File: config.mk
export PLATFORM = sky130hd
export DESIGN_NAME = dfg_sink
export DESIGN_NICKNAME = d
export VERILOG_FILES = /design/src/rtl/dfg_sink.sv
export SDC_FILE = /design/constraint.sdc
export NUM_CORES = 1
export LEC_CHECK = 0
export CORE_MARGIN = 2
export CORE_UTILIZATION = 45
export CTS_CLUSTER_SIZE = 24
export DETAILED_ROUTE_END_ITERATION = 8
export GPL_TIMING_DRIVEN = 0
export SLEW_MARGIN = 25
export SYNTH_ARGS = -nofsm -noshare
export SYNTH_HDL_FRONTEND = slang
export SYNTH_SLANG_ARGS = --single-unit
File: constraint.sdc
create_clock -name CLK -period 6.98 [get_ports CLK]
set_input_delay 1.396 -clock CLK [delete_from_list [all_inputs] [get_ports CLK]]
set_output_delay 1.396 -clock CLK [all_outputs]
set_load 0.05 [all_outputs]
File: src/rtl/dfg_sink.sv
// Dataflow-graph edge sink: buffers R_IN/D_IN tokens in a FIFO for host readout, with sticky overflow flag.
// Optional running checksum of accepted words is enabled by defining DFG_SINK_CKSUM_EN.
module dfg_sink #(
    parameter int N     = 16,
    parameter int DEPTH = 16,
    parameter int AW    = 4
) (
    input  logic          CLK,
    input  logic          RST,
    input  logic          EN,
    input  logic          R_IN,
    input  logic [N-1:0]  D_IN,
    input  logic          RD,
    input  logic          CLR,
    output logic          R_OUT,
    output logic [N-1:0]  D_OUT,
    output logic          EMPTY,
    output logic          FULL,
    output logic [AW:0]   COUNT,
    output logic          OVF,
    output logic [N-1:0]  CKSUM
);

    localparam logic [AW:0] CNT_FULL = (AW+1)'(DEPTH);

    logic [N-1:0]  r_mem [DEPTH];
    logic [AW-1:0] r_wr_ptr;
    logic [AW-1:0] r_rd_ptr;
    logic [AW:0]   r_count;
    logic          r_empty;
    logic          r_full;
    logic          r_ovf;
    logic          r_rout;
    logic [N-1:0]  r_dout;

    logic          w_rd_acc;
    logic          w_wr_acc;
    logic          w_drop;
    logic [AW:0]   w_count_next;

    // A read frees a slot in the same cycle, so a full FIFO can still accept a write alongside it.
    always_comb begin
        w_rd_acc     = EN & RD & ~r_empty;
        w_wr_acc     = EN & R_IN & (~r_full | w_rd_acc);
        w_drop       = EN & R_IN & r_full & ~w_rd_acc;
        w_count_next = r_count;
        case ({w_wr_acc, w_rd_acc})
            2'b10:   w_count_next = r_count + 1'b1;
            2'b01:   w_count_next = r_count - 1'b1;
            default: w_count_next = r_count;
        endcase
    end

    // Data memory carries no reset so it maps onto block RAM.
    always_ff @(posedge CLK) begin
        if (w_wr_acc) begin
            r_mem[r_wr_ptr] <= D_IN;
        end
    end

    always_ff @(posedge CLK or posedge RST) begin
        if (RST) begin
            r_wr_ptr <= '0;
            r_rd_ptr <= '0;
            r_count  <= '0;
            r_empty  <= 1'b1;
            r_full   <= 1'b0;
            r_ovf    <= 1'b0;
            r_rout   <= 1'b0;
            r_dout   <= '0;
        end else begin
            r_rout <= w_rd_acc;
            if (w_rd_acc) begin
                // On a full read+write the old word is read before the write overwrites the slot.
                r_dout   <= r_mem[r_rd_ptr];
                r_rd_ptr <= r_rd_ptr + 1'b1;
            end
            if (w_wr_acc) begin
                r_wr_ptr <= r_wr_ptr + 1'b1;
            end
            r_count <= w_count_next;
            r_empty <= (w_count_next == '0);
            r_full  <= (w_count_next == CNT_FULL);
            if (w_drop) begin
                r_ovf <= 1'b1;
            end else if (EN && CLR) begin
                r_ovf <= 1'b0;
            end
        end
    end

`ifdef DFG_SINK_CKSUM_EN
    logic [N-1:0] r_cksum;

    always_ff @(posedge CLK or posedge RST) begin
        if (RST) begin
            r_cksum <= '0;
        end else if (w_wr_acc) begin
            r_cksum <= r_cksum + D_IN;
        end
    end

    assign CKSUM = r_cksum;
`else
    assign CKSUM = '0;
`endif

    assign R_OUT = r_rout;
    assign D_OUT = r_dout;
    assign EMPTY = r_empty;
    assign FULL  = r_full;
    assign COUNT = r_count;
    assign OVF   = r_ovf;

endmodule

==> flow_metrics.py, run 1 <==
metrics = {
    "status": {
        "status": "complete, no violations",
    },
    "route": {
        "vias": 5943,
        "totalWireLength_um": 26500,
        "wire_per_inst_um": 24.88,
        "remaining_drc_errors": 0,
        "ant_nets": 0,
        "met3WireLength_um": 1415,
        "drt_iter0_markers": 445,
        "vias_per_cell": 5.580,
        "dr.pass1.iters": 5,
        "met1_length_um": 11540,
        "wl_met2_um": 13040,
        "top_layer": "met4",
    },
    "global_route": {
        "antenna_found_initial": 0,
        "first_global_vias": 6106,
        "grt_max_degree": 19,
        "grt_overflow": 0,
        "grtUsageTotal": 0.2035,
        "grt_pass1_wl_um": 38650,
    },
    "floorplan": {
        "die_x_um": 163.3,
        "ios": 63,
        "initial_core_util": 0.4559,
        "die_y_um": 163.3,
        "die_area_mm2": 0.02666,
        "core_mm2": 0.02504,
        "rows": 58,
    },
    "yosys": {
        "synth-xor-area-share": 0.008440,
        "yosysWarnings": 0,
        "synth_top_family_by_area": "multiplexers",
        "synth.mux.area_fraction": 0.1398,
        "synthCells": 590,
        "synth.area.top_cells": "edfxtp_1 (67%), mux4_2 (9.7%), dfrtp_1 (7.0%)",
        "yosysSeqAreaShare": 0.7459,
        "yosysMostFrequentCell": "edfxtp_1",
        "yosysUniqueCellTypes": 47,
        "async_flop_share": 0.1142,
        "synth.cells.most_frequent": "edfxtp_1 (256), mux4_2 (49), mux2i_1 (48)",
        "synth-edff-count": 256,
        "netlist.top_cell.by_area": "edfxtp_1",
        "synth-seq-cells": 289,
        "synth_fa_ha_area_frac": 0.008769,
        "synthSimpleGateAreaFrac": 0.03080,
        "netlist_area_mm2": 0.01141,
        "synth.top_cell.area_share": 0.6735,
        "synth_compound_area_frac": 0.03738,
        "post_synth.cell_area_avg_um2": 19.35,
        "synth_top_flop_cell": "edfxtp_1",
    },
    "critical_path": {
        "r2r-start": "EMPTY",
        "crit_end": "FULL",
        "cp-end-kind": "register",
        "path_depth": 12,
        "cp.arrival_ps": 4270,
        "cp_max_fo": 10,
        "critical_path_buf_inv_count": 3,
        "critPathMaxStageDelay_ps": 530,
        "r2r_end": "FULL",
        "start_kind": "primary input",
        "crit_top_cell": "ha_1",
        "crit_family": "buffers and inverters",
        "worst-setup-path-type": "primary input to register",
        "reg2regPathDepth": 11,
        "cp_slowest_cell": "clkdlybuf4s50_1",
        "rrSetupSlack_ps": 4030,
        "path_cells": "clkdlybuf4s50_1 > nand3b_2 > inv_2 > ha_1 > buf_4 > xor2_1 > ha_1 > a21oi_1 > mux2i_1 > xnor2_1 > or2_1 > nor3b_2",
        "setup.worst_path.start": "EN",
        "cp_data_required_time_ps": 7440,
    },
    "power_and_ir_drop": {
        "ir_worst_vdd_mv": 0.2300,
        "p_int_uw": 3596,
        "seqPwrFrac": 0.403,
        "swShare": 0.3229,
        "pwr-share-comb": 0.311,
        "p_sw_uw": 1715,
        "p_clk_frac": 0.286,
        "leakage_uw": 0.004646,
        "p_per_area_mw_per_mm2": 390.7,
    },
    "timing": {
        "layout_worst_path_cycle_share": 0.5465,
        "max_freq_ghz": 0.2621,
        "clock_skew_ps": 6.485,
        "relSlewSlack": 0.3995,
        "fin_ws_ps": 3165,
        "worstMarginPinSlew_ps": 900.7,
        "period_needed_ps": 3815,
        "finalSetupViolations": 0,
        "fin_setup_tns_ps": 0,
        "rsz0062_at_grt": "no",
        "hold_viol": 0,
        "report.final.slew_viol_count": 0,
    },
    "clock_network": {
        "cts_root_buffer": "clkbuf_16",
        "clkTransAtPathRegs_ps": 60,
        "clkSinkCount": 289,
        "cts_setup_buffers": 0,
        "clockBufferDepth": 3,
        "insertion_delay_ps": 540,
        "htree_levels": 1,
        "cts_made_buffers": 30,
        "tritoncts": "done",
        "postCtsHoldBufs": 0,
        "cts_resized": 0,
    },
    "layout": {
        "multi_input_area_mm2": 0.002710,
        "regArea_mm2": 0.008514,
        "area_growth_pct": 19.07,
        "layout-drive-gt1-share": 0.2503,
        "nets": 741,
        "insertedDiodeCount": 0,
        "fillCellCount": 1976,
    },
    "placement": {
        "port_buffers": 46,
        "dpl.hpwl_um": 17060,
        "gp_congestion": 0.7676,
        "dp_slack_ps": 2587,
    },
    "hold_path": {
        "hp-class": "register to register",
    },
    "job": {
        "maxCapViolCount": 0,
    },
}
worst reg2reg max path, cell delays in order, from the launching register on:
cell,delay (ps)
dfstp_2,530
nand3b_2,360
inv_2,220
ha_1,240
buf_4,160
xor2_1,160
ha_1,220
a21oi_1,160
mux2i_1,230
xnor2_1,100
or2_1,290
nor3b_2,190
layer usage:
layer / global-route usage / up-vias
li1: - / 2579
met1: 0.2855 / 3119
met2: 0.3395 / 212
met3: 0.02590 / 33
met4: 0.05471 / 0
met5: 0 / -
final cells by class:
type / count / share of cell area
tap: 330 / 0.03038
multi-input combinational: 260 / 0.1994
timing repair buffer: 74 / 0.05045
sequential: 289 / 0.6264
clock buffer: 43 / 0.06112
inverter: 10 / 0.002762
buffer: 46 / 0.02136
clock inverter: 13 / 0.008101
cell families after synthesis:
kind of cell	count (synthesis)
simple gates	67
buf+inv	56
xor+xnor	11
compound gates	60
flops	289
other cells	1
mux	98
fa+ha+maj	8
sequential cells by signal, summed over array words and instances (netlist names), 4 cells and up:
| signal | cells |
|---|---|
| r_mem | 256 |
| D_OUT | 16 |
| r_wr_ptr | 4 |
| r_rd_ptr | 4 |
| COUNT | 5 |
power by group through the flow:
stage / Combinational, uW / Clock, uW / Sequential, uW
after floorplan: 907 / 0 / 2380
after global placement: 1590 / 0 / 2170
after detailed placement: 1670 / 0 / 2180
after CTS: 1670 / 1540 / 2140
after global routing: 1760 / 1610 / 2150
final: 1650 / 1520 / 2140
stage by stage:
step                      utilization  cell area, um2  hold slack, ps  cells  total power, uW
after detailed placement       0.5052           12650           496.8   1009             3845
after CTS                      0.5428           13590           509.6   1065             5356
final                          0.5429           13590           499.2   1065             5310
after global routing           0.5429           13590           534.3   1065             5526
after floorplan                     -           11470           476.4    605             3283
after global placement         0.4931           12340           464.6    981             3763
how the worst min path moves through the flow:
| stage | startpoint | to | slack, ps | cells after the start |
|---|---|---|---|---|
| finish | OVF | OVF | 500 | 2 |
| global route | OVF | OVF | 530 | 2 |
| CTS | OVF | OVF | 510 | 2 |
| detailed placement | OVF | OVF | 500 | 2 |
| global placement | OVF | OVF | 460 | 2 |
| floorplan | r_rd_ptr[3] | r_rd_ptr[3] | 480 | 1 |
layout by cell type, fill, tap and decap left out, types with 20 or more instances in the layout:
| master | instances |
|---|---|
| dfrtp_1 | 32 |
| mux4_2 | 49 |
| clkdlybuf4s50_1 | 46 |
| mux2i_1 | 48 |
| nand2_1 | 26 |
| edfxtp_1 | 256 |
| clkbuf_16 | 31 |
| buf_4 | 38 |
| buf_2 | 21 |
| clkbuf_1 | 20 |
No activity file was read; power rests on OpenSTA's default activity.
==> run 2, diff against run 1 <==
- PLACE_DENSITY: default -> 0.65
- clock period: 6.98 -> 3.4 ns (I/O delays scaled with it)
==> run 2 against run 1 <==
Sequential share of layout area decreased by 0.30 points. Power up 110%. Via count rose by 0.57%. Non-clock buffer count increased by 3. Worst hold slack lost 41 ps. Core utilization up 0.26 points. Register-to-register slack worse by 3500 ps. Critical endpoint unchanged.
==> flow_metrics.py, run 2 (synthesis results as in run 1) <==
metrics = {
    "critical_path": {
        "start_kind": "primary input",
        "cp_slowest_cell": "clkdlybuf4s50_1",
        "cp_data_required_time_ps": 3870,
        "crit_family": "buffers and inverters",
        "critical_path_buf_inv_count": 3,
        "cp_max_fo": 9,
        "r2r-start": "EMPTY",
        "cp.arrival_ps": 3540,
        "setup.worst_path.start": "EN",
        "worst-setup-path-type": "primary input to register",
        "path_cells": "clkdlybuf4s50_1 > nand2_1 > a21oi_2 > inv_2 > ha_1 > buf_4 > xor2_1 > ha_1 > a21oi_1 > mux2i_1 > xnor2_1 > or2_1 > nor3b_2",
        "crit_top_cell": "ha_1",
        "cp-end-kind": "register",
        "critPathMaxStageDelay_ps": 540,
    },
    "layout": {
        "area_growth_pct": 19.65,
        "nets": 744,
        "insertedDiodeCount": 0,
        "final_cells": 1068,
        "final_cell_mix": "edfxtp_1 (256), mux4_2 (49), mux2i_1 (48)",
        "top_register": "r_mem",
        "final_common_cell": "edfxtp_1",
        "fillCellCount": 1972,
        "layout-drive-gt1-share": 0.2575,
        "largest_register_ff_count": 256,
    },
    "timing": {
        "fin_ws_ps": 339.0,
        "report.final.slew_viol_count": 0,
        "fin_setup_tns_ps": 0,
        "hold_viol": 0,
        "holdWs_ps": 457.8,
        "clock_skew_ps": 21.77,
        "max_freq_ghz": 0.3267,
        "rsz0062_at_grt": "no",
        "finalSetupViolations": 0,
        "period_needed_ps": 3061,
        "layout_worst_path_cycle_share": 0.9003,
        "worstMarginPinSlew_ps": 1002,
        "relSlewSlack": 0.3321,
    },
    "route": {
        "vias": 5977,
        "ant_nets": 0,
        "drt_iter0_markers": 601,
        "remaining_drc_errors": 0,
        "totalWireLength_um": 26160,
        "dr.pass1.iters": 5,
        "vias_per_cell": 5.596,
        "wire_per_inst_um": 24.50,
    },
    "clock_network": {
        "cts_root_buffer": "clkbuf_16",
        "postCtsHoldBufs": 0,
        "clockBufferDepth": 3,
        "clkTransAtPathRegs_ps": 60,
        "tritoncts": "done",
        "htree_levels": 1,
        "insertion_delay_ps": 560,
        "cts_resized": 0,
        "cts_setup_buffers": 0,
        "clkSinkCount": 289,
        "cts_made_buffers": 30,
    },
    "placement": {
        "port_buffers": 46,
        "dp_slack_ps": -213.4,
        "gp_congestion": 0.7679,
        "dp.cells": 1012,
        "dpl.hpwl_um": 16980,
    },
    "floorplan": {
        "ios": 63,
        "initial_core_util": 0.4559,
        "core_mm2": 0.02504,
        "die_y_um": 163.3,
        "die_area_mm2": 0.02666,
        "rows": 58,
        "die_x_um": 163.3,
    },
    "global_route": {
        "grt_pass1_wl_um": 38320,
        "grt_max_degree": 18,
        "grt_overflow": 0,
        "first_global_vias": 6130,
        "antenna_found_initial": 0,
        "grtUsageTotal": 0.2005,
    },
    "power_and_ir_drop": {
        "swShare": 0.3186,
        "seqPwrFrac": 0.398,
        "p_clk_frac": 0.297,
        "p_per_area_mw_per_mm2": 809.6,
        "p_int_uw": 7534,
        "leakage_uw": 0.004683,
        "ir_worst_vdd_mv": 0.3796,
        "pwr-share-comb": 0.305,
        "power.total_uw": 11060,
        "p_sw_uw": 3523,
    },
    "status": {
        "status": "complete, no violations",
    },
    "job": {
        "maxCapViolCount": 0,
    },
    "hold_path": {
        "hp-class": "primary input to asynchronous set/reset pin",
    },
}
[run 2: cell count changes in the layout (fill, tap and decap cells not counted)]
cell	before	now
clkbuf_1	20	17
buf_2	21	26
buf_1	0	1
bufinv_16	2	4
clkinv_1	4	3
clkinvlp_4	0	2
buf_4	38	35
[run 2: final timing paths]
kind	slack, ps	cells past startpoint	to
worst max-delay path	340	13	FULL
worst min-delay path	460	2	COUNT[4]
worst max register to register	510	11	FULL
worst min register to register	500	2	OVF
max in group asynchronous	2450	3	D_OUT[9]
min in group CLK	500	2	OVF
[run 2: area by class of cell]
type / instances / area (um2) / share of cell area
Sequential cell: 289 / 8514 / 0.6234
Multi-Input combinational cell: 260 / 2710 / 0.1984
Timing Repair Buffer: 77 / 693.2 / 0.05075
Tap cell: 330 / 412.9 / 0.03023
Buffer: 46 / 289.0 / 0.02116
Clock buffer: 40 / 819.5 / 0.06000
Clock inverter: 16 / 181.4 / 0.01328
Inverter: 10 / 37.54 / 0.002748
[run 2: metal layers]
layer	vias to the layer above	track usage	routed length [um]
li1	2584	-	-
met1	3116	0.2582	10450
met2	230	0.3473	13240
met3	47	0.03682	1794
met4	0	0.06235	673
met5	-	0	0
[run 2: power groups by stage]
stage                     Combinational (uW)  Clock [uW]  Sequential, uW
after floorplan                         1860           0            4880
after global placement                  3240           0            4460
after detailed placement                3390           0            4470
after CTS                               3400        3340            4400
after global routing                    3580        3480            4430
final                                   3370        3290            4400
[run 2: worst reg2reg max path, delay by kind of cell (launching register included)]
kind            cells  cell delay [ps]
compound gates      1              160
xor+xnor            2              270
mux                 1              260
flops               1              540
simple gates        3              780
fa+ha+maj           2              460
buf+inv             2              360
[run 2: stage by stage]
| stage | utilization | area [um2] |
|---|---|---|
| 2_1_floorplan | - | 11470 |
| 3_3_place_gp | 0.4931 | 12340 |
| 3_5_place_dp | 0.5055 | 12660 |
| 4_1_cts | 0.5455 | 13660 |
| 5_1_grt | 0.5455 | 13660 |
| 6_report | 0.5455 | 13660 |
==> run 3, diff against run 2 <==
- clock period: 3.4 -> 2.7 ns (I/O delays scaled with it)
==> run 3 against run 2 <==
Register-to-register slack worse by 450 ps. Global-route usage is 0.11 points lower. Critical path depth down 1. Clock power increased by 32%. Clock skew decreased by 5.3 ps. Core utilization increased by 0.31 points. Largest power group unchanged.
==> flow_metrics.py, run 3 (synthesis results as in run 1) <==
metrics = {
    "timing": {
        "hold_viol": 0,
        "holdWs_ps": 278.0,
        "period_needed_ps": 2644,
        "finalSetupViolations": 0,
        "clock_skew_ps": 16.47,
        "relSlewSlack": 0.2865,
        "report.final.slew_viol_count": 0,
        "layout_worst_path_cycle_share": 0.9792,
        "max_freq_ghz": 0.3782,
        "worstMarginPinSlew_ps": 1070,
        "fin_ws_ps": 56.06,
    },
    "global_route": {
        "grtUsageTotal": 0.1994,
        "grt_overflow": 0,
        "first_global_vias": 6125,
        "grt_max_degree": 21,
        "antenna_found_initial": 0,
        "grt_pass1_wl_um": 38510,
    },
    "clock_network": {
        "cts_root_buffer": "clkbuf_16",
        "htree_levels": 1,
        "clockBufferDepth": 3,
        "tritoncts": "done",
        "cts_made_buffers": 30,
        "clkSinkCount": 289,
        "insertion_delay_ps": 550,
        "postCtsHoldBufs": 0,
        "clkTransAtPathRegs_ps": 60,
    },
    "floorplan": {
        "die_area_mm2": 0.02666,
        "initial_core_util": 0.4559,
        "rows": 58,
        "die_x_um": 163.3,
        "core_mm2": 0.02504,
        "die_y_um": 163.3,
        "ios": 63,
    },
    "layout": {
        "final_cell_mix": "edfxtp_1 (256), mux4_2 (49), mux2i_1 (48)",
        "nets": 744,
        "area_growth_pct": 20.33,
        "insertedDiodeCount": 0,
        "largest_register_ff_count": 256,
        "top_register": "r_mem",
        "fillCellCount": 1924,
        "final_cell_area_mm2": 0.01374,
        "layout-drive-gt1-share": 0.2615,
        "final_common_cell": "edfxtp_1",
        "final_cells": 1068,
    },
    "critical_path": {
        "cp.arrival_ps": 3120,
        "cp_data_required_time_ps": 3170,
        "reg2regPathDepth": 12,
        "start_kind": "register",
        "rrSetupSlack_ps": 60,
        "r2r-start": "EMPTY",
        "r2r_end": "FULL",
        "cp_max_fo": 9,
        "worst-setup-path-type": "register to register",
        "cp-end-kind": "register",
        "setup.worst_path.start": "EMPTY",
    },
    "power_and_ir_drop": {
        "p_clk_frac": 0.307,
        "swShare": 0.3154,
        "pwr-share-comb": 0.302,
        "power.total_uw": 14120,
        "p_per_area_mw_per_mm2": 1028,
        "ir_worst_vdd_mv": 0.5592,
        "p_sw_uw": 4455,
        "p_int_uw": 9670,
        "seqPwrFrac": 0.392,
        "leakage_uw": 0.004744,
    },
    "route": {
        "totalWireLength_um": 26170,
        "vias": 6025,
        "drt_iter0_markers": 690,
        "vias_per_cell": 5.641,
        "remaining_drc_errors": 0,
        "wire_per_inst_um": 24.50,
        "dr.pass1.iters": 5,
        "ant_nets": 0,
    },
    "job": {
        "maxCapViolCount": 0,
    },
    "placement": {
        "placed_area_mm2": 0.01262,
        "dpl.hpwl_um": 16760,
        "dp_slack_ps": -834.3,
        "dp.cells": 1009,
        "gp_congestion": 0.7815,
        "port_buffers": 46,
    },
    "status": {
        "status": "complete, no violations",
    },
    "hold_path": {
        "hp-class": "primary input to asynchronous set/reset pin",
    },
}
run 3: changes by cell type in the layout (fill, tap and decap cells not counted), sizes merged:
cell           change
dlymetal6s2s       +2
clkbuf             +6
clkdlybuf4s50      -2
clkinvlp           -1
inv                +1
clkinv             -6
run 3: layout make-up:
type                            instances  area, um2  share of cell area
Inverter                               10      37.54            0.002733
Clock inverter                         10      156.4             0.01139
Multi-Input combinational cell        260       2736              0.1992
Clock buffer                           46      902.1             0.06568
Buffer                                 46      289.0             0.02104
Timing Repair Buffer                   77      686.9             0.05001
Tap cell                              330      412.9             0.03006
Sequential cell                       289       8514              0.6199
run 3: worst max-delay path by stage:
stage	to	slack [ps]	depth (start not counted)
global placement	r_mem[1][10]	-3260	5
finish	FULL	60	12
detailed placement	FULL	-830	13
global route	FULL	-40	12
floorplan	r_mem[0][0]	-350	3
CTS	FULL	9	13
run 3: routing by layer:
metal  vias to the layer above  share of wire  GRT usage
met3                        55          0.072    0.02743
met2                       254           0.49     0.3297
met1                      3124           0.41     0.2770
met4                         0          0.029    0.06315
li1                       2592              -          -
met5                         -              0          0
run 3: repair_timing:
item / 4_1_cts / 5_1_grt
hold endpoints to repair: 0 / 0
endpoints found under the setup margin: 27 / 2
resized for setup: 1 / 5
pin swaps: 1 / 0
buffers inserted: 2 / 0
run 3: worst max-delay path: stages (launching register included):
cell	delay (ps)
dfstp_2	550
nand2b_1	160
a21oi_4	80
inv_2	150
ha_1	170
buf_4	160
xor2_1	170
ha_2	240
nor2_1	60
o21ai_0	210
o2111ai_1	200
xnor2_2	240
nor3b_2	190
run 3: metrics by stage:
stage	utilization	setup TNS, ps
after floorplan	-	-22380
after global placement	0.4934	-442720
after detailed placement	0.5042	-88160
after CTS	0.5474	0
after global routing	0.5486	-40.23
final	0.5486	0
run 3: power by group through the flow:
stage / clock network [uW] / registers, uW / logic, uW
detailed placement: 0 / 5620 / 4260
global route: 4570 / 5570 / 4530
floorplan: 0 / 6140 / 2350
CTS: 4390 / 5540 / 4280
global placement: 0 / 5610 / 4070
finish: 4330 / 5530 / 4260
